[config.mk]
export PLATFORM = sky130hd
export DESIGN_NAME = cache_req_arbiter
export DESIGN_NICKNAME = d
export VERILOG_FILES = /design/src/rtl/cache_arb_pkg.sv /design/src/rtl/cache_req_fifo.sv /design/src/rtl/cache_req_arbiter.sv
export SDC_FILE = /design/constraint.sdc
export NUM_CORES = 1
export LEC_CHECK = 0
export CORE_MARGIN = 8
export CORE_UTILIZATION = 25
export DETAILED_ROUTE_END_ITERATION = 8
export GPL_TIMING_DRIVEN = 0
export SKIP_CTS_REPAIR_TIMING = 1
export SLEW_MARGIN = 40
export SYNTH_ARGS = -nofsm -noshare
export SYNTH_HDL_FRONTEND = slang
export SYNTH_HIERARCHICAL = 1
export SYNTH_SLANG_ARGS = --single-unit
export TNS_END_PERCENT = 50
[constraint.sdc]
create_clock -name clk -period 4.43 [get_ports clk]
set_input_delay 0.6645 -clock clk [delete_from_list [all_inputs] [get_ports clk]]
set_output_delay 0.6645 -clock clk [all_outputs]
set_load 0.02 [all_outputs]
[src/rtl/cache_arb_pkg.sv]
// Shared definitions for the two-core cache request arbiter.
// Request layout: {pid, ld/st, tag[10:0], offset, data[7:0]}.
package cache_arb_pkg;

  localparam int REQ_W     = 22;
  localparam int PID_BIT   = 21;
  localparam int LS_BIT    = 20;
  localparam int TAG_MSB   = 19;
  localparam int TAG_LSB   = 9;
  localparam int OFF_BIT   = 8;
  localparam int DATA_MSB  = 7;
  localparam int NUM_PORTS = 2;

  typedef enum logic [1:0] {
    IDLE      = 2'd0,
    ISSUE     = 2'd1,
    WAIT_RESP = 2'd2
  } arb_state_e;

  typedef struct packed {
    logic                     pid;
    logic                     ls;
    logic [TAG_MSB-TAG_LSB:0] tag;
    logic                     off;
    logic [DATA_MSB:0]        data;
  } cache_req_t;

  // Replace the requester id field with the port that actually sent it.
  function automatic logic [REQ_W-1:0] stamp_pid(input logic [REQ_W-1:0] r,
                                                 input logic pid);
    logic [REQ_W-1:0] s;
    s          = r;
    s[PID_BIT] = pid;
    return s;
  endfunction

endpackage

[src/rtl/cache_req_fifo.sv]
// Synchronous first-word-fall-through FIFO, one per core port.
// Ports:
//   clk, reset    rising-edge clock, async active-high reset (flushes)
//   push, din     write strobe / data; ignored while full
//   pop           read strobe; ignored while empty
//   dout          head entry (valid when !empty)
//   count         occupancy, 0..DEPTH
//   empty         no entries
module cache_req_fifo #(
  parameter int WIDTH = 22,
  parameter int DEPTH = 4
) (
  input  logic                     clk,
  input  logic                     reset,
  input  logic                     push,
  input  logic [WIDTH-1:0]         din,
  input  logic                     pop,
  output logic [WIDTH-1:0]         dout,
  output logic [$clog2(DEPTH):0]   count,
  output logic                     empty
);

  localparam int AW = $clog2(DEPTH);

  logic [WIDTH-1:0] mem [DEPTH];
  logic [AW-1:0]    wr_ptr, rd_ptr;
  logic             full, do_push, do_pop;

  // Full comes from the registered count, so a push into a full FIFO is
  // refused even when the same edge pops.
  assign full    = (count == (AW+1)'(DEPTH));
  assign empty   = (count == '0);
  assign do_push = push & ~full;
  assign do_pop  = pop & ~empty;
  assign dout    = mem[rd_ptr];

  always_ff @(posedge clk or posedge reset) begin
    if (reset) begin
      wr_ptr <= '0;
      rd_ptr <= '0;
      count  <= '0;
    end else begin
      if (do_push) wr_ptr <= wr_ptr + 1'b1;
      if (do_pop)  rd_ptr <= rd_ptr + 1'b1;
      unique case ({do_push, do_pop})
        2'b10:   count <= count + 1'b1;
        2'b01:   count <= count - 1'b1;
        default: count <= count;
      endcase
    end
  end

  always_ff @(posedge clk) begin
    if (do_push) mem[wr_ptr] <= din;
  end

endmodule

[src/rtl/cache_req_arbiter.sv]
// Two-core front end for the shared cache: per-core request FIFOs, round-robin
// grant, single outstanding request, response routed back by pid bit.
// Optional build macro: CACHE_ARB_TIMEOUT_EN enables the WAIT_RESP watchdog
// (TIMEOUT_CYCLES); without it arb_timeout is tied low.
// Ports:
//   clk, reset                   clock, async active-high reset
//   pX_req_valid/pX_req          core X request strobe / payload
//   pX_req_ready                 core X FIFO has room
//   cache_req_valid/cache_req    request to the cache, held until accepted
//   cache_busy                   cache cannot accept this cycle
//   cache_resp_valid/cache_resp  cache response, bit 21 = owning core
//   pX_resp_valid                one-cycle pulse, resp_data belongs to core X
//   resp_data                    registered response payload
//   arb_timeout                  one-cycle watchdog expiry pulse
module cache_req_arbiter
  import cache_arb_pkg::*;
#(
  parameter int FIFO_DEPTH = 4
`ifdef CACHE_ARB_TIMEOUT_EN
  , parameter int TIMEOUT_CYCLES = 16
`endif
) (
  input  logic             clk,
  input  logic             reset,
  input  logic             p0_req_valid,
  input  logic [REQ_W-1:0] p0_req,
  output logic             p0_req_ready,
  input  logic             p1_req_valid,
  input  logic [REQ_W-1:0] p1_req,
  output logic             p1_req_ready,
  output logic             cache_req_valid,
  output logic [REQ_W-1:0] cache_req,
  input  logic             cache_busy,
  input  logic             cache_resp_valid,
  input  logic [REQ_W-1:0] cache_resp,
  output logic             p0_resp_valid,
  output logic             p1_resp_valid,
  output logic [REQ_W-1:0] resp_data,
  output logic             arb_timeout
);

  localparam int CW = $clog2(FIFO_DEPTH) + 1;

  logic [NUM_PORTS-1:0]            req_valid, req_ready, fifo_pop, fifo_empty;
  logic [NUM_PORTS-1:0][REQ_W-1:0] req_in, fifo_dout;

  assign req_valid    = {p1_req_valid, p0_req_valid};
  assign req_in[0]    = p0_req;
  assign req_in[1]    = p1_req;
  assign p0_req_ready = req_ready[0];
  assign p1_req_ready = req_ready[1];

  for (genvar i = 0; i < NUM_PORTS; i++) begin : g_port
    logic [CW-1:0] count;

    cache_req_fifo #(.WIDTH(REQ_W), .DEPTH(FIFO_DEPTH)) u_fifo (
      .clk   (clk),
      .reset (reset),
      .push  (req_valid[i]),
      .din   (stamp_pid(req_in[i], (i == 1))),
      .pop   (fifo_pop[i]),
      .dout  (fifo_dout[i]),
      .count (count),
      .empty (fifo_empty[i])
    );

    assign req_ready[i] = (count < CW'(FIFO_DEPTH));
  end

  arb_state_e       state, state_nxt;
  logic             last_grant, last_grant_nxt, sel;
  cache_req_t       req_q, req_nxt;
  logic             req_valid_nxt;
  logic [REQ_W-1:0] resp_nxt;
  logic             p0_rv_nxt, p1_rv_nxt;
  logic             resp_fire;

  assign cache_req = req_q;

`ifdef CACHE_ARB_TIMEOUT_EN
  localparam int TW = $clog2(TIMEOUT_CYCLES + 1);
  logic [TW-1:0] tmo_cnt;
  logic          tmo_hit, tmo_nxt;

  assign tmo_hit = (tmo_cnt == TW'(TIMEOUT_CYCLES - 1));
`endif

  assign resp_fire = (state == WAIT_RESP) & cache_resp_valid;

  always_comb begin
    state_nxt      = state;
    last_grant_nxt = last_grant;
    req_nxt        = req_q;
    req_valid_nxt  = cache_req_valid;
    resp_nxt       = resp_data;
    p0_rv_nxt      = 1'b0;
    p1_rv_nxt      = 1'b0;
    fifo_pop       = '0;
    sel            = 1'b0;
`ifdef CACHE_ARB_TIMEOUT_EN
    tmo_nxt        = 1'b0;
`endif
    unique case (state)
      IDLE: begin
        if (~&fifo_empty) begin
          // Both waiting: alternate away from the last winner; otherwise take
          // whichever port has data.
          sel            = ~|fifo_empty ? ~last_grant : fifo_empty[0];
          fifo_pop[sel]  = 1'b1;
          req_nxt        = fifo_dout[sel];
          req_valid_nxt  = 1'b1;
          last_grant_nxt = sel;
          state_nxt      = ISSUE;
        end
      end
      ISSUE: begin
        if (!cache_busy) begin
          req_valid_nxt = 1'b0;
          state_nxt     = WAIT_RESP;
        end
      end
      WAIT_RESP: begin
        if (resp_fire) begin
          resp_nxt  = cache_resp;
          p0_rv_nxt = ~cache_resp[PID_BIT];
          p1_rv_nxt = cache_resp[PID_BIT];
          state_nxt = IDLE;
        end
`ifdef CACHE_ARB_TIMEOUT_EN
        else if (tmo_hit) begin
          tmo_nxt   = 1'b1;
          state_nxt = IDLE;
        end
`endif
      end
      default: state_nxt = IDLE;
    endcase
  end

  always_ff @(posedge clk or posedge reset) begin
    if (reset) begin
      state           <= IDLE;
      last_grant      <= 1'b1;
      req_q           <= '0;
      cache_req_valid <= 1'b0;
      resp_data       <= '0;
      p0_resp_valid   <= 1'b0;
      p1_resp_valid   <= 1'b0;
    end else begin
      state           <= state_nxt;
      last_grant      <= last_grant_nxt;
      req_q           <= req_nxt;
      cache_req_valid <= req_valid_nxt;
      resp_data       <= resp_nxt;
      p0_resp_valid   <= p0_rv_nxt;
      p1_resp_valid   <= p1_rv_nxt;
    end
  end

`ifdef CACHE_ARB_TIMEOUT_EN
  // Cleared on the accepting edge, so it reads 0 on the first WAIT_RESP cycle.
  always_ff @(posedge clk or posedge reset) begin
    if (reset) begin
      tmo_cnt     <= '0;
      arb_timeout <= 1'b0;
    end else begin
      arb_timeout <= tmo_nxt;
      if (state == ISSUE && !cache_busy) tmo_cnt <= '0;
      else if (state == WAIT_RESP)       tmo_cnt <= tmo_cnt + 1'b1;
    end
  end
`else
  assign arb_timeout = 1'b0;
`endif

endmodule

==> flow_summary_export.csv, run 1 <==
group,metric,value,unit
status,status,"complete, no violations",
synthesis,synth-seq-cells,240,
synthesis,yosysMostFrequentCell,"sky130_fd_sc_hd__edfxtp_1",
sta,finalSetupViolations,0,
sta,slew_headroom,44.10,%
cells_and_area,antenna-diode-count,0,
critical_path,critical-path-top-delay-family,"simple AND/OR/NAND/NOR gates",
sta,worstMarginPinSlew,0.8320,ns
run,max_cap_violations,0,
synthesis,ys_types,35,
critical_path,critical_path.cell_chain,"nor3_1, o21ba_2, buf_6, nor2_1, o31a_1, ha_1, inv_1, fa_1, xor2_1, nor2_1, xor2_1",
sta,grt_setup_unrepaired,"false",
grt,grt_use_met1,12.91,%
detailed_routing,avgViaCountPerCell,4.087,
floorplanning,initial_utilization,25.42,%
placement,hpwl_detailed,15130,µm
floorplanning,core-area,37670,µm²
critical_path,maximum_cell_stage_delay_along_the_critical_path,0.67,ns
power,p_int,5.912,mW
synthesis,synth_cells,503,
cells_and_area,nNetsFinal,739,
synthesis,post-synth-top-area-fraction,55.19,%
cts,cts_max_level,1,
sta,setup_total_negative_slack,0,ns
cts,tritoncts_clock_tree,"yes",
cells_and_area,design_area,12270,µm²
floorplanning,fp.dieH,211.7,µm
floorplanning,num_io_pins,122,
synthesis,ys_dominant_reg_cell,"sky130_fd_sc_hd__edfxtp_1",
power,seq_power_share,38.3,%
power,vdd_drop_max,0.2762,mV
synthesis,number_of_flops_mapped_to_enable_cells_by_yosys,176,
power,clockPowerShare,23.9,%
detailed_routing,postRouteAntennaNets,0,
sta,clock_skew,0.01090,ns
sta,whs,0.4836,ns
grt,global_route.usage.total,9.410,%
placement,placedCellCount,1140,
synthesis,yosys_warnings,6,
detailed_routing,num_vias,4839,
cells_and_area,flow.area_growth_from_synthesis,28.16,%
power,standby_leakage_power,4.404,nW
cts,cell_at_the_root_of_the_clock_tree,"sky130_fd_sc_hd__clkbuf_16",
floorplanning,fp.dieArea,44820,µm²
placement,portBuffers,118,
sta,clock.fmax,323.5,MHz
placement,globalplace.congestion,0.7349,
min_path,holdCritPathClass,"register to register",
critical_path,timing.critical_path.buf_inv,2,
power,power.combinational.fraction,37.8,%
cts,cts.clk_slew.worst_paths,0.06,ns
detailed_routing,post_drt_wl_per_cell,18.17,µm
power,power.density_cell_area,716.5,nW/µm²
cells_and_area,fill_cells,3706,
detailed_routing,drt_first_iter_violations,248,
floorplanning,die_w,211.7,µm
grt,grt_max_degree,38,
grt,globalRoute.busiestLayer,"met2",
synthesis,synth.largest_area_cell,"sky130_fd_sc_hd__edfxtp_1",
sta,minimum_period_implied_by_the_final_worst_setup_slack,3.091,ns
power,p_switching,2.881,mW
synthesis,async_reset_ff_share,26.67,%
cts,clock_latency_reported_for_the_late_side_of_the_worst_skew_pair,0.52,ns
cts,ctsLongestPathBuffers,3,
cts,numCtsBuffers,24,
grt,grt_antenna_before_repair,0,
placement,postPlaceCellArea,11450,µm²
sta,report.final.hold_viol_count,0,
critical_path,worst-setup-path-type,"register to register",
synthesis,syn_avg_cell_area,19.04,µm²
grt,number_of_global_route_vias_before_repair,5177,
grt,groute.layer.met3.usage,2.529,%
critical_path,worst-endpoint-required,4.87,ns
critical_path,critPathCaptureType,"register",
grt,globalRoute.totalOverflow,0,
synthesis,post_synth_instance_area,9575,µm²
synthesis,synth_cell_count_leaders,"sky130_fd_sc_hd__edfxtp_1, sky130_fd_sc_hd__dfrtp_1, sky130_fd_sc_hd__mux4_2, sky130_fd_sc_hd__nor2_1, sky130_fd_sc_hd__nand2_1",
critical_path,arrival,3.53,ns
sta,maxSlewViolCount,0,
grt,grt_pass1_wl,31880,µm
detailed_routing,drt_first_pass_iters,4,
sta,min_period_over_period,69.78,%
cells_and_area,post_layout_cell_count,1184,
critical_path,standard_cell_with_the_maximum_stage_delay_on_the_critical_path,"sky130_fd_sc_hd__nor3_1",
synthesis,dominant_cells_by_area_after_synthesis,"sky130_fd_sc_hd__edfxtp_1, sky130_fd_sc_hd__dfrtp_1, sky130_fd_sc_hd__mux4_2, sky130_fd_sc_hd__mux2_4, sky130_fd_sc_hd__mux4_1",
critical_path,setup.worst_path.start_class,"register",
critical_path,crit_path_max_fanout,10,
power,swShare,32.76,%
detailed_routing,totalWireLength,21510,µm
grt,groute.layer.met2.usage,14.75,%
synthesis,synth.yosys.seq_area_share,71.93,%
floorplanning,std_cell_rows,71,
cts,cts_num_sinks,240,
cells_and_area,drive_gt1_share,22.44,%
detailed_routing,route.detailed.drc,0,
==> power by group through the flow <==
stage	clock network (mW)	logic (mW)	registers [mW]
after global placement	0	3.34	3.40
final	2.10	3.33	3.37
after CTS	2.16	3.40	3.37
after floorplan	0	1.97	3.60
after detailed placement	0	3.39	3.42
after global routing	2.24	3.59	3.43
==> cell families after synthesis <==
| kind of cell | share of synthesized area, % |
|---|---|
| AOI/OAI and AO/OA | 4.207 |
| adders and majority gates | 1.725 |
| buffers and inverters | 3.358 |
| DFF | 71.93 |
| other | 0.07843 |
| and+or+nand+nor | 3.358 |
| muxes | 14.24 |
| xor gates and xnor gates | 1.098 |
==> registers in the layout, summed over array words and instances, names as in the netlist <==
signal and cells:
p1_resp_valid 1, g_port.u_fifo/rd_ptr 4, g_port.u_fifo/count 6, resp_data 22
cache_req_valid 1, g_port.u_fifo/wr_ptr 4, cache_req 22, last_grant 1
p0_resp_valid 1, state 2, g_port.u_fifo/mem 176
==> cell type report <==
| type | count | area [µm²] | area share [%] |
|---|---|---|---|
| Inverter | 20 | 77.57 | 0.6321 |
| Clock buffer | 29 | 640.6 | 5.220 |
| Timing Repair Buffer | 119 | 1201 | 9.788 |
| Multi-Input combinational cell | 228 | 2402 | 19.58 |
| Tap cell | 511 | 639.4 | 5.210 |
| Clock inverter | 15 | 176.4 | 1.438 |
| Sequential cell | 240 | 6888 | 56.13 |
| Buffer | 22 | 246.5 | 2.009 |
==> final timing paths <==
check | start | end | slack (ns) | depth (start not counted)
setup / recovery | g_port[0].u_fifo/count[2] | g_port[1].u_fifo/count[2] | 1.34 | 11
max in group asynchronous | reset | resp_data[17] | 3.36 | 3
min in group asynchronous | reset | cache_req[16] | 0.58 | 2
hold reg to reg | resp_data[21] | resp_data[21] | 0.48 | 1
setup reg to reg | g_port[0].u_fifo/count[2] | g_port[1].u_fifo/count[2] | 1.34 | 11
hold / removal | resp_data[21] | resp_data[21] | 0.48 | 1
==> per-stage QoR <==
step	setup WS (ns)	power, mW	util, %
2_1_floorplan	1.869	5.571	-
3_5_place_dp	1.347	6.803	30.41
3_3_place_gp	1.161	6.739	30.32
6_report	1.339	8.793	32.58
4_1_cts	1.308	8.933	32.58
5_1_grt	1.122	9.265	32.58
==> placed cells by master (no fill, tap or decap), types with 3 or more instances in the layout <==
cell	netlist	layout
sky130_fd_sc_hd__buf_6	7	7
sky130_fd_sc_hd__conb_1	2	9
sky130_fd_sc_hd__xor2_1	6	6
sky130_fd_sc_hd__dfrtp_1	63	63
sky130_fd_sc_hd__edfxtp_1	176	176
sky130_fd_sc_hd__nor2_1	30	30
sky130_fd_sc_hd__mux4_2	36	36
sky130_fd_sc_hd__buf_2	8	8
sky130_fd_sc_hd__mux4_1	8	8
sky130_fd_sc_hd__bufinv_16	0	4
sky130_fd_sc_hd__mux2_4	17	17
sky130_fd_sc_hd__inv_1	20	19
sky130_fd_sc_hd__a21oi_1	28	28
sky130_fd_sc_hd__xnor2_1	6	6
sky130_fd_sc_hd__nand2_1	29	29
sky130_fd_sc_hd__ha_1	10	10
sky130_fd_sc_hd__clkbuf_1	0	4
sky130_fd_sc_hd__buf_12	6	7
sky130_fd_sc_hd__clkinvlp_4	0	3
sky130_fd_sc_hd__clkinv_2	0	3
sky130_fd_sc_hd__clkbuf_16	0	25
sky130_fd_sc_hd__and2_2	0	8
sky130_fd_sc_hd__clkdlybuf4s50_1	0	118
sky130_fd_sc_hd__mux2_2	6	6
sky130_fd_sc_hd__a21oi_2	16	16
sky130_fd_sc_hd__clkinv_1	0	5
==> layer usage <==
layer | routed length (µm) | part of all wire, %
met2 | 9631 | 45
met5 | 0 | 0
met1 | 10070 | 47
met3 | 1437 | 6.7
met4 | 378 | 1.8
No activity file was read; power rests on OpenSTA's default activity.
==> inputs of run 2 (changes only) <==
==> constraint.sdc (replaced) <==
create_clock -name clk -period 3.02 [get_ports clk]
set_input_delay 0.453 -clock clk [delete_from_list [all_inputs] [get_ports clk]]
set_output_delay 0.453 -clock clk [all_outputs]
set_load 0.02 [all_outputs]
==> run 2 against run 1 <==
  * Clock power rose by 47%
  * Sequential power increased by 47%
  * Clock skew is 0.00074 ns higher
  * Utilization about the same
  * Combinational power rose by 47%
  * Sequential cell count unchanged
==> flow_summary_export.csv, run 2 (synthesis gave the netlist of run 1 again) <==
group,metric,value,unit
grt,globalRoute.totalOverflow,0,
critical_path,setup.reg_to_reg.worst_slack,0.20,ns
grt,grt_pass1_wl,31880,µm
cts,clock_latency_reported_for_the_late_side_of_the_worst_skew_pair,0.52,ns
min_path,holdCritPathClass,"input pin to asynchronous set/reset pin",
grt,grt_antenna_before_repair,0,
sta,report.final.hold_viol_count,0,
floorplanning,num_io_pins,122,
cts,cts.clk_slew.worst_paths,0.06,ns
detailed_routing,num_vias,4855,
critical_path,setup.worst_path.start_class,"register",
sta,clock.fmax,354.9,MHz
cells_and_area,fill_cells,3706,
placement,hpwl_detailed,15130,µm
run,max_cap_violations,0,
placement,globalplace.congestion,0.7349,
critical_path,worstReg2RegStart,"g_port[0].u_fifo/count[0]",
power,vdd_drop_max,0.4067,mV
cells_and_area,design_area,12280,µm²
detailed_routing,postRouteAntennaNets,0,
cts,cts_max_level,1,
cts,tritoncts_clock_tree,"yes",
grt,number_of_global_route_vias_before_repair,5177,
power,standby_leakage_power,4.406,nW
power,power.density_cell_area,1052,nW/µm²
floorplanning,die_w,211.7,µm
placement,portBuffers,118,
sta,finalSetupViolations,0,
sta,min_period_over_period,93.30,%
floorplanning,core-area,37670,µm²
detailed_routing,drt_first_pass_iters,4,
critical_path,arrival,3.26,ns
cells_and_area,flow.area_growth_from_synthesis,28.26,%
sta,postLayoutSetupSlackWorst,0.2023,ns
status,status,"complete, no violations",
detailed_routing,totalWireLength,21550,µm
critical_path,reg2regPathDepth,11,
detailed_routing,drt_first_iter_violations,276,
cts,cts_num_sinks,240,
detailed_routing,route.detailed.drc,0,
grt,grt_max_degree,38,
cts,ctsLongestPathBuffers,3,
cts,cell_at_the_root_of_the_clock_tree,"sky130_fd_sc_hd__clkbuf_16",
grt,global_route.usage.total,9.410,%
power,p_total,12.92,mW
placement,placedCellCount,1140,
cells_and_area,most_common_cell_after_layout_fill_and_taps_aside,"sky130_fd_sc_hd__edfxtp_1",
cells_and_area,post_layout_cell_count,1184,
cells_and_area,top_register,"g_port.u_fifo/mem",
cells_and_area,antenna-diode-count,0,
detailed_routing,post_drt_wl_per_cell,18.20,µm
cells_and_area,nNetsFinal,739,
floorplanning,fp.dieH,211.7,µm
placement,postPlaceCellArea,11450,µm²
sta,slew_headroom,52.33,%
cells_and_area,highest_count_cells_in_the_layout_ignoring_fill_and_taps,"sky130_fd_sc_hd__edfxtp_1, sky130_fd_sc_hd__clkdlybuf4s50_1, sky130_fd_sc_hd__dfrtp_1, sky130_fd_sc_hd__mux4_2, sky130_fd_sc_hd__nor2_1",
floorplanning,fp.dieArea,44820,µm²
sta,maxSlewViolCount,0,
critical_path,critPathCaptureType,"register",
cells_and_area,drive_gt1_share,22.73,%
sta,clock_skew,0.01164,ns
sta,minimum_period_implied_by_the_final_worst_setup_slack,2.818,ns
floorplanning,initial_utilization,25.42,%
sta,worstMarginPinSlew,0.7151,ns
critical_path,worst-endpoint-required,3.46,ns
floorplanning,std_cell_rows,71,
cells_and_area,flip_flop_count_of_the_largest_register_after_layout,176,
critical_path,worst_r2r_endpoint,"g_port[1].u_fifo/count[2]",
critical_path,worst-setup-path-type,"register to register",
cells_and_area,final_core_utilization,32.61,%
cts,numCtsBuffers,24,
placement,place_worst_setup_slack,-0.06303,ns
detailed_routing,avgViaCountPerCell,4.101,
critical_path,crit_path_max_fanout,10,
run 2: worst max-delay path by stage:
stage	slack, ns	cells past startpoint	to	startpoint
2_1_floorplan	0.46	11	g_port[1].u_fifo/count[2]	g_port[0].u_fifo/count[0]
4_1_cts	-0.10	11	g_port[1].u_fifo/count[2]	g_port[0].u_fifo/count[2]
3_3_place_gp	-0.04	2	resp_data[12]	reset
6_report	0.20	11	g_port[1].u_fifo/count[2]	g_port[0].u_fifo/count[0]
3_5_place_dp	-0.06	11	g_port[1].u_fifo/count[2]	g_port[0].u_fifo/count[2]
5_1_grt	-0.02	11	g_port[1].u_fifo/count[2]	g_port[0].u_fifo/count[2]
run 2: power by group:
part	total, mW	internal (mW)	switching, mW
logic	4.88	2.29	2.59
registers	4.95	4.53	0.414
clock network	3.09	1.85	1.23
total	12.9	8.68	4.24
run 2: per-layer routing:
metal  GRT usage (%)  up-vias  wire length [µm]
met4           2.133        0               378
met1           12.91     2482             10170
met2           14.75      130              9633
li1                -     2214                 -
met5               0        -                 0
met3           2.529       29              1373
run 2: final cells by class:
class                   count  area (µm²)  share of cell area (%)
multi-input cells         228        2412                   19.64
clock buffers              29       640.6                   5.216
well taps                 511       639.4                   5.206
flip-flops and latches    240        6888                   56.08
clock inverters            15       176.4                   1.436
plain buffers              22       246.5                   2.007
inverters                  20       77.57                  0.6316
repair buffers            119        1201                   9.780
run 2: stage by stage:
stage	TNS, ns	hold WS (ns)
2_1_floorplan	0	0.2564
3_3_place_gp	-1.585	0.4580
3_5_place_dp	-0.06303	0.4722
4_1_cts	-0.1021	0.3676
5_1_grt	-0.02272	0.3803
6_report	0	0.3653
run 2: worst max-delay path, stage by stage, from the launching register on:
cell and delay [ns]:
sky130_fd_sc_hd__dfrtp_1 0.42, sky130_fd_sc_hd__nor3_2 0.47, sky130_fd_sc_hd__o21ba_2 0.28, sky130_fd_sc_hd__buf_6 0.17
sky130_fd_sc_hd__nor2_1 0.11, sky130_fd_sc_hd__o31a_1 0.23, sky130_fd_sc_hd__ha_1 0.22, sky130_fd_sc_hd__inv_1 0.06
sky130_fd_sc_hd__fa_1 0.37, sky130_fd_sc_hd__xor2_1 0.15, sky130_fd_sc_hd__nor2_1 0.11, sky130_fd_sc_hd__xor2_1 0.15
==> inputs of run 3 (changes only) <==
==> constraint.sdc (replaced) <==
create_clock -name clk -period 3.2 [get_ports clk]
set_input_delay 0.48 -clock clk [delete_from_list [all_inputs] [get_ports clk]]
set_output_delay 0.48 -clock clk [all_outputs]
set_load 0.02 [all_outputs]
==> run 3 against run 2 <==
  * Clock power fell by 6%
  * Sequential share of layout area about the same
  * Via count is essentially flat
  * Non-clock buffer count unchanged
  * Sequential power fell by 5.7%
  * Largest cell class unchanged
==> flow_summary_export.csv, run 3 (synthesis gave the netlist of run 1 again) <==
group,metric,value,unit
placement,placedCellCount,1140,
cts,cts.clk_slew.worst_paths,0.06,ns
detailed_routing,num_vias,4851,
power,p_total,12.18,mW
sta,finalSetupViolations,0,
critical_path,worst-setup-path-type,"register to register",
critical_path,worst_r2r_endpoint,"g_port[0].u_fifo/count[2]",
cells_and_area,top_register,"g_port.u_fifo/mem",
floorplanning,fp.dieArea,44820,µm²
cells_and_area,multi_input_area,2407,µm²
critical_path,setup.worst_path.start_class,"register",
detailed_routing,postRouteAntennaNets,0,
grt,grt_max_degree,38,
sta,clock.fmax,340.6,MHz
cells_and_area,flip_flop_count_of_the_largest_register_after_layout,176,
sta,slew_headroom,46.27,%
critical_path,worst-endpoint-required,3.64,ns
min_path,holdCritPathClass,"input pin to asynchronous set/reset pin",
sta,min_period_over_period,91.75,%
cts,cts_num_sinks,240,
sta,postLayoutSetupSlackWorst,0.2641,ns
sta,grt_setup_unrepaired,"false",
placement,postPlaceCellArea,11450,µm²
floorplanning,core-area,37670,µm²
grt,grt_antenna_before_repair,0,
floorplanning,die_w,211.7,µm
detailed_routing,drt_first_pass_iters,4,
sta,worstMarginPinSlew,0.7998,ns
run,max_cap_violations,0,
sta,minimum_period_implied_by_the_final_worst_setup_slack,2.936,ns
placement,globalplace.congestion,0.7349,
detailed_routing,avgViaCountPerCell,4.097,
detailed_routing,drt_first_iter_violations,297,
sta,clock_skew,0.01188,ns
grt,grt_pass1_wl,31880,µm
cts,cts_max_level,1,
floorplanning,initial_utilization,25.42,%
sta,maxSlewViolCount,0,
grt,global_route.usage.total,9.410,%
critical_path,arrival,3.37,ns
placement,hpwl_detailed,15130,µm
cts,clock_latency_reported_for_the_late_side_of_the_worst_skew_pair,0.52,ns
cells_and_area,drive_gt1_share,22.59,%
critical_path,worstReg2RegStart,"g_port[1].u_fifo/count[0]",
cells_and_area,nNetsFinal,739,
cells_and_area,area.sequential,6888,µm²
power,vdd_drop_max,0.3835,mV
cells_and_area,post_layout_cell_count,1184,
cts,tritoncts_clock_tree,"yes",
critical_path,crit_path_max_fanout,5,
critical_path,setup.reg_to_reg.worst_slack,0.26,ns
cells_and_area,flow.area_growth_from_synthesis,28.21,%
critical_path,reg2regPathDepth,10,
cells_and_area,highest_count_cells_in_the_layout_ignoring_fill_and_taps,"sky130_fd_sc_hd__edfxtp_1, sky130_fd_sc_hd__clkdlybuf4s50_1, sky130_fd_sc_hd__dfrtp_1, sky130_fd_sc_hd__mux4_2, sky130_fd_sc_hd__nor2_1",
sta,report.final.hold_viol_count,0,
cells_and_area,antenna-diode-count,0,
grt,globalRoute.totalOverflow,0,
cts,cell_at_the_root_of_the_clock_tree,"sky130_fd_sc_hd__clkbuf_16",
critical_path,critPathCaptureType,"register",
grt,number_of_global_route_vias_before_repair,5177,
cells_and_area,most_common_cell_after_layout_fill_and_taps_aside,"sky130_fd_sc_hd__edfxtp_1",
sta,setup_total_negative_slack,0,ns
cts,ctsLongestPathBuffers,3,
power,power.density_cell_area,992.3,nW/µm²
floorplanning,std_cell_rows,71,
status,status,"complete, no violations",
detailed_routing,totalWireLength,21520,µm
cells_and_area,design_area,12280,µm²
power,standby_leakage_power,4.405,nW
cts,numCtsBuffers,24,
cells_and_area,fill_cells,3706,
placement,portBuffers,118,
floorplanning,fp.dieH,211.7,µm
detailed_routing,route.detailed.drc,0,
placement,place_worst_setup_slack,0.1170,ns
floorplanning,num_io_pins,122,
detailed_routing,post_drt_wl_per_cell,18.18,µm
==> run 3: cell counts in the layout (fill, tap and decap cells not counted) <==
Identical to the previous run, type by type.
==> run 3: area by class of cell <==
type / instances / area share (%)
clock inverters: 15 / 1.437
repair buffers: 119 / 9.784
clock buffers: 29 / 5.218
flip-flops and latches: 240 / 56.10
plain buffers: 22 / 2.008
multi-input cells: 228 / 19.61
inverters: 20 / 0.6319
well taps: 511 / 5.208
==> run 3: critical path: stages, from the launching register on <==
cell and delay [ns]:
sky130_fd_sc_hd__dfrtp_1 0.43, sky130_fd_sc_hd__nor3_1 0.69, sky130_fd_sc_hd__o21bai_2 0.24, sky130_fd_sc_hd__nor2_4 0.20, sky130_fd_sc_hd__o31a_1 0.22, sky130_fd_sc_hd__ha_1 0.21, sky130_fd_sc_hd__inv_1 0.06, sky130_fd_sc_hd__fa_1 0.38
sky130_fd_sc_hd__xor2_1 0.15, sky130_fd_sc_hd__nor2_1 0.11, sky130_fd_sc_hd__xor2_1 0.17
==> run 3: metrics by stage <==
| stage | util [%] | hold WS, ns |
|---|---|---|
| after floorplan | - | 0.2834 |
| after global placement | 30.32 | 0.4580 |
| after detailed placement | 30.41 | 0.4722 |
| after CTS | 32.58 | 0.3946 |
| after global routing | 32.59 | 0.4073 |
| final | 32.59 | 0.3957 |
==> run 3: power by group <==
part | total, mW | internal (mW) | switching, mW
clock network | 2.91 | 1.75 | 1.16
registers | 4.67 | 4.28 | 0.387
logic | 4.61 | 2.16 | 2.45
total | 12.2 | 8.19 | 4.00
==> run 3: how the worst max path moves through the flow <==
stage                               from                         to  slack (ns)  depth (start not counted)
2_1_floorplan  g_port[0].u_fifo/count[0]  g_port[1].u_fifo/count[2]        0.64                         11
3_3_place_gp                       reset              resp_data[12]        0.12                          2
3_5_place_dp   g_port[0].u_fifo/count[2]  g_port[1].u_fifo/count[2]        0.12                         11
4_1_cts        g_port[0].u_fifo/count[2]  g_port[1].u_fifo/count[2]        0.08                         11
5_1_grt        g_port[0].u_fifo/count[2]  g_port[1].u_fifo/count[2]        0.16                         11
6_report       g_port[1].u_fifo/count[0]  g_port[0].u_fifo/count[2]        0.26                         10
==> run 3: routing by layer <==
metal | up-vias | part of all wire [%] | GRT usage, %
met4 | 0 | 1.8 | 2.133
li1 | 2212 | - | -
met3 | 29 | 6.9 | 2.529
met1 | 2471 | 46 | 12.91
met5 | - | 0 | 0
met2 | 139 | 45 | 14.75
==> edit: new RTL, flow settings as in run 1 <==
The option `CACHE_ARB_TIMEOUT_EN` is turned on by a define.
--- a/src/rtl/cache_req_arbiter.sv
+++ b/src/rtl/cache_req_arbiter.sv
@@ -12,6 +12,8 @@
 //   pX_resp_valid                one-cycle pulse, resp_data belongs to core X
 //   resp_data                    registered response payload
 //   arb_timeout                  one-cycle watchdog expiry pulse
+`define CACHE_ARB_TIMEOUT_EN
+
 module cache_req_arbiter
   import cache_arb_pkg::*;
 #(
Function: no difference found for any inputs over 4 cycles, from zero or initial values and one cycle with reset high; that may be too few to reach the edited logic, so the function may still have changed.
==> edit against run 1 <==
  * Synthesized area up 3.2%
  * Total power down 0.47%
  * Wire length up 0.25%
  * Synthesized cell count up 5.2%
  * Maximum frequency up 9.3%
  * Count of clock-buffer cells in the layout up 4
  * Sequential cell count up 6
  * Die area up 3.0%
  * Core utilization down 0.75 points
  * Clock skew about the same
  * Cell area up 2.1%
  * Setup slack better by 0.26 ns
  * Non-clock buffer count up 1
  * Critical path type unchanged
  * Largest cell class unchanged
==> edit: results (changes against run 1) <==
hold_ws - 0.471 ns (-0.0127 ns)
TritonCTS buffer count - 25 (+4.2%)
mux share of post-synthesis cell area - 14.0% (-0.20 points)
skew final - 0.0109 ns (+0.0000488 ns)
ratio of cells with drive above 1 in the final layout - 23.0% (+0.60 points)
library cells used by synthesis - 44 (+26%)
IO Port Bufs - 119 (+0.85%)
Leakage - 0.00450 uW (+2.2%)
pin count of the biggest net entering global routing - 43 (+13%)
vias in the first global route - 5297 (+2.3%)
routed vias - 5063 (+4.6%)
reg2reg start - g_port[0].u_fifo/count[0]$_DFFE_PP0P_
Final Net Count - 768 (+3.9%)
Area after DPL - 11800 um2 (+2.9%)
pre-CTS setup slack - 1.32 ns (-0.0254 ns)
sw power - 2920 uW (+1.5%)
Max Freq - 353 MHz (+9.3%)
R2R Setup Slk - 1.60 ns (+0.26 ns)
maximum vdd drop - 387 uV (+40%)
measured slew at the worst slew-check pin - 0.664 ns (-0.168 ns)
status - finished, final reports clean
crit path DAT - 3.27 ns (-0.26 ns)
sequential-to-total area share from yosys stat - 71.2% (-0.73 points)
Synth Area in XOR/XNOR - 1.06% (-0.034 points)
Commonest cells post-synth - edfxtp_1, dfrtp_1, mux4_2, nor2_1, a21oi_2
Placer Congestion - 0.723 (-1.6%)
Synth area leaders - edfxtp_1, dfrtp_1, mux4_2
Worst Hold End - tmo_cnt[3]$_DFFE_PP0P_
Synth Area in Adders - 1.92% (+0.20 points)
total wire length - 21600 um (+0.25%)
First DRT Iteration DRCs - 231 (-6.9%)
==> edit: cell count changes after synthesis, sizes merged, moves of 2 or more <==
cell    delta
dfrtp      +6
a21oi      +4
and3       +2
ha         +2
mux2i      +2
nand2      -2
nand2b     +2
nor2       +2
==> edit: critical path, cell delays in order (launching register included) <==
cell     delay [ns]
dfrtp_1        0.42
nor3_2         0.45
o21ba_2        0.26
buf_2          0.23
nor2_1         0.14
o31a_1         0.21
ha_1           0.21
inv_1          0.06
fa_1           0.37
xor2_1         0.15
nor2_1         0.11
xor2_1         0.15
==> edit: power groups by stage <==
stage / combinational [uW] / clock (uW) / sequential (uW)
2_1_floorplan: 2050 / 0 / 3680
3_3_place_gp: 3400 / 0 / 3480
3_5_place_dp: 3440 / 0 / 3500
4_1_cts: 3450 / 1990 / 3460
5_1_grt: 3670 / 2070 / 3530
6_report: 3370 / 1920 / 3460
==> edit: area by class of cell <==
class | count | area, um2
plain buffers | 22 | 213
clock buffers | 33 | 656
clock inverters | 11 | 77.6
fillers | 3817 | 26800
inverters | 21 | 81.3
multi-input cells | 246 | 2600
flip-flops and latches | 246 | 7040
well taps | 525 | 657
repair buffers | 120 | 1210
==> edit: metrics by stage <==
step                util, %  std cells
finish                 31.8       1224
global route           31.8       1224
CTS                    31.8       1224
detailed placement     29.9       1180
global placement       29.9       1179
floorplan                 -        535
==> edit: per-layer routing <==
layer  wire length, um  part of all wire, %  track usage, %
met4               317                  1.5            1.87
met1              9950                   46            12.2
met3              1530                  7.1            2.98
met5                13                0.060               0
met2              9750                   45            14.1
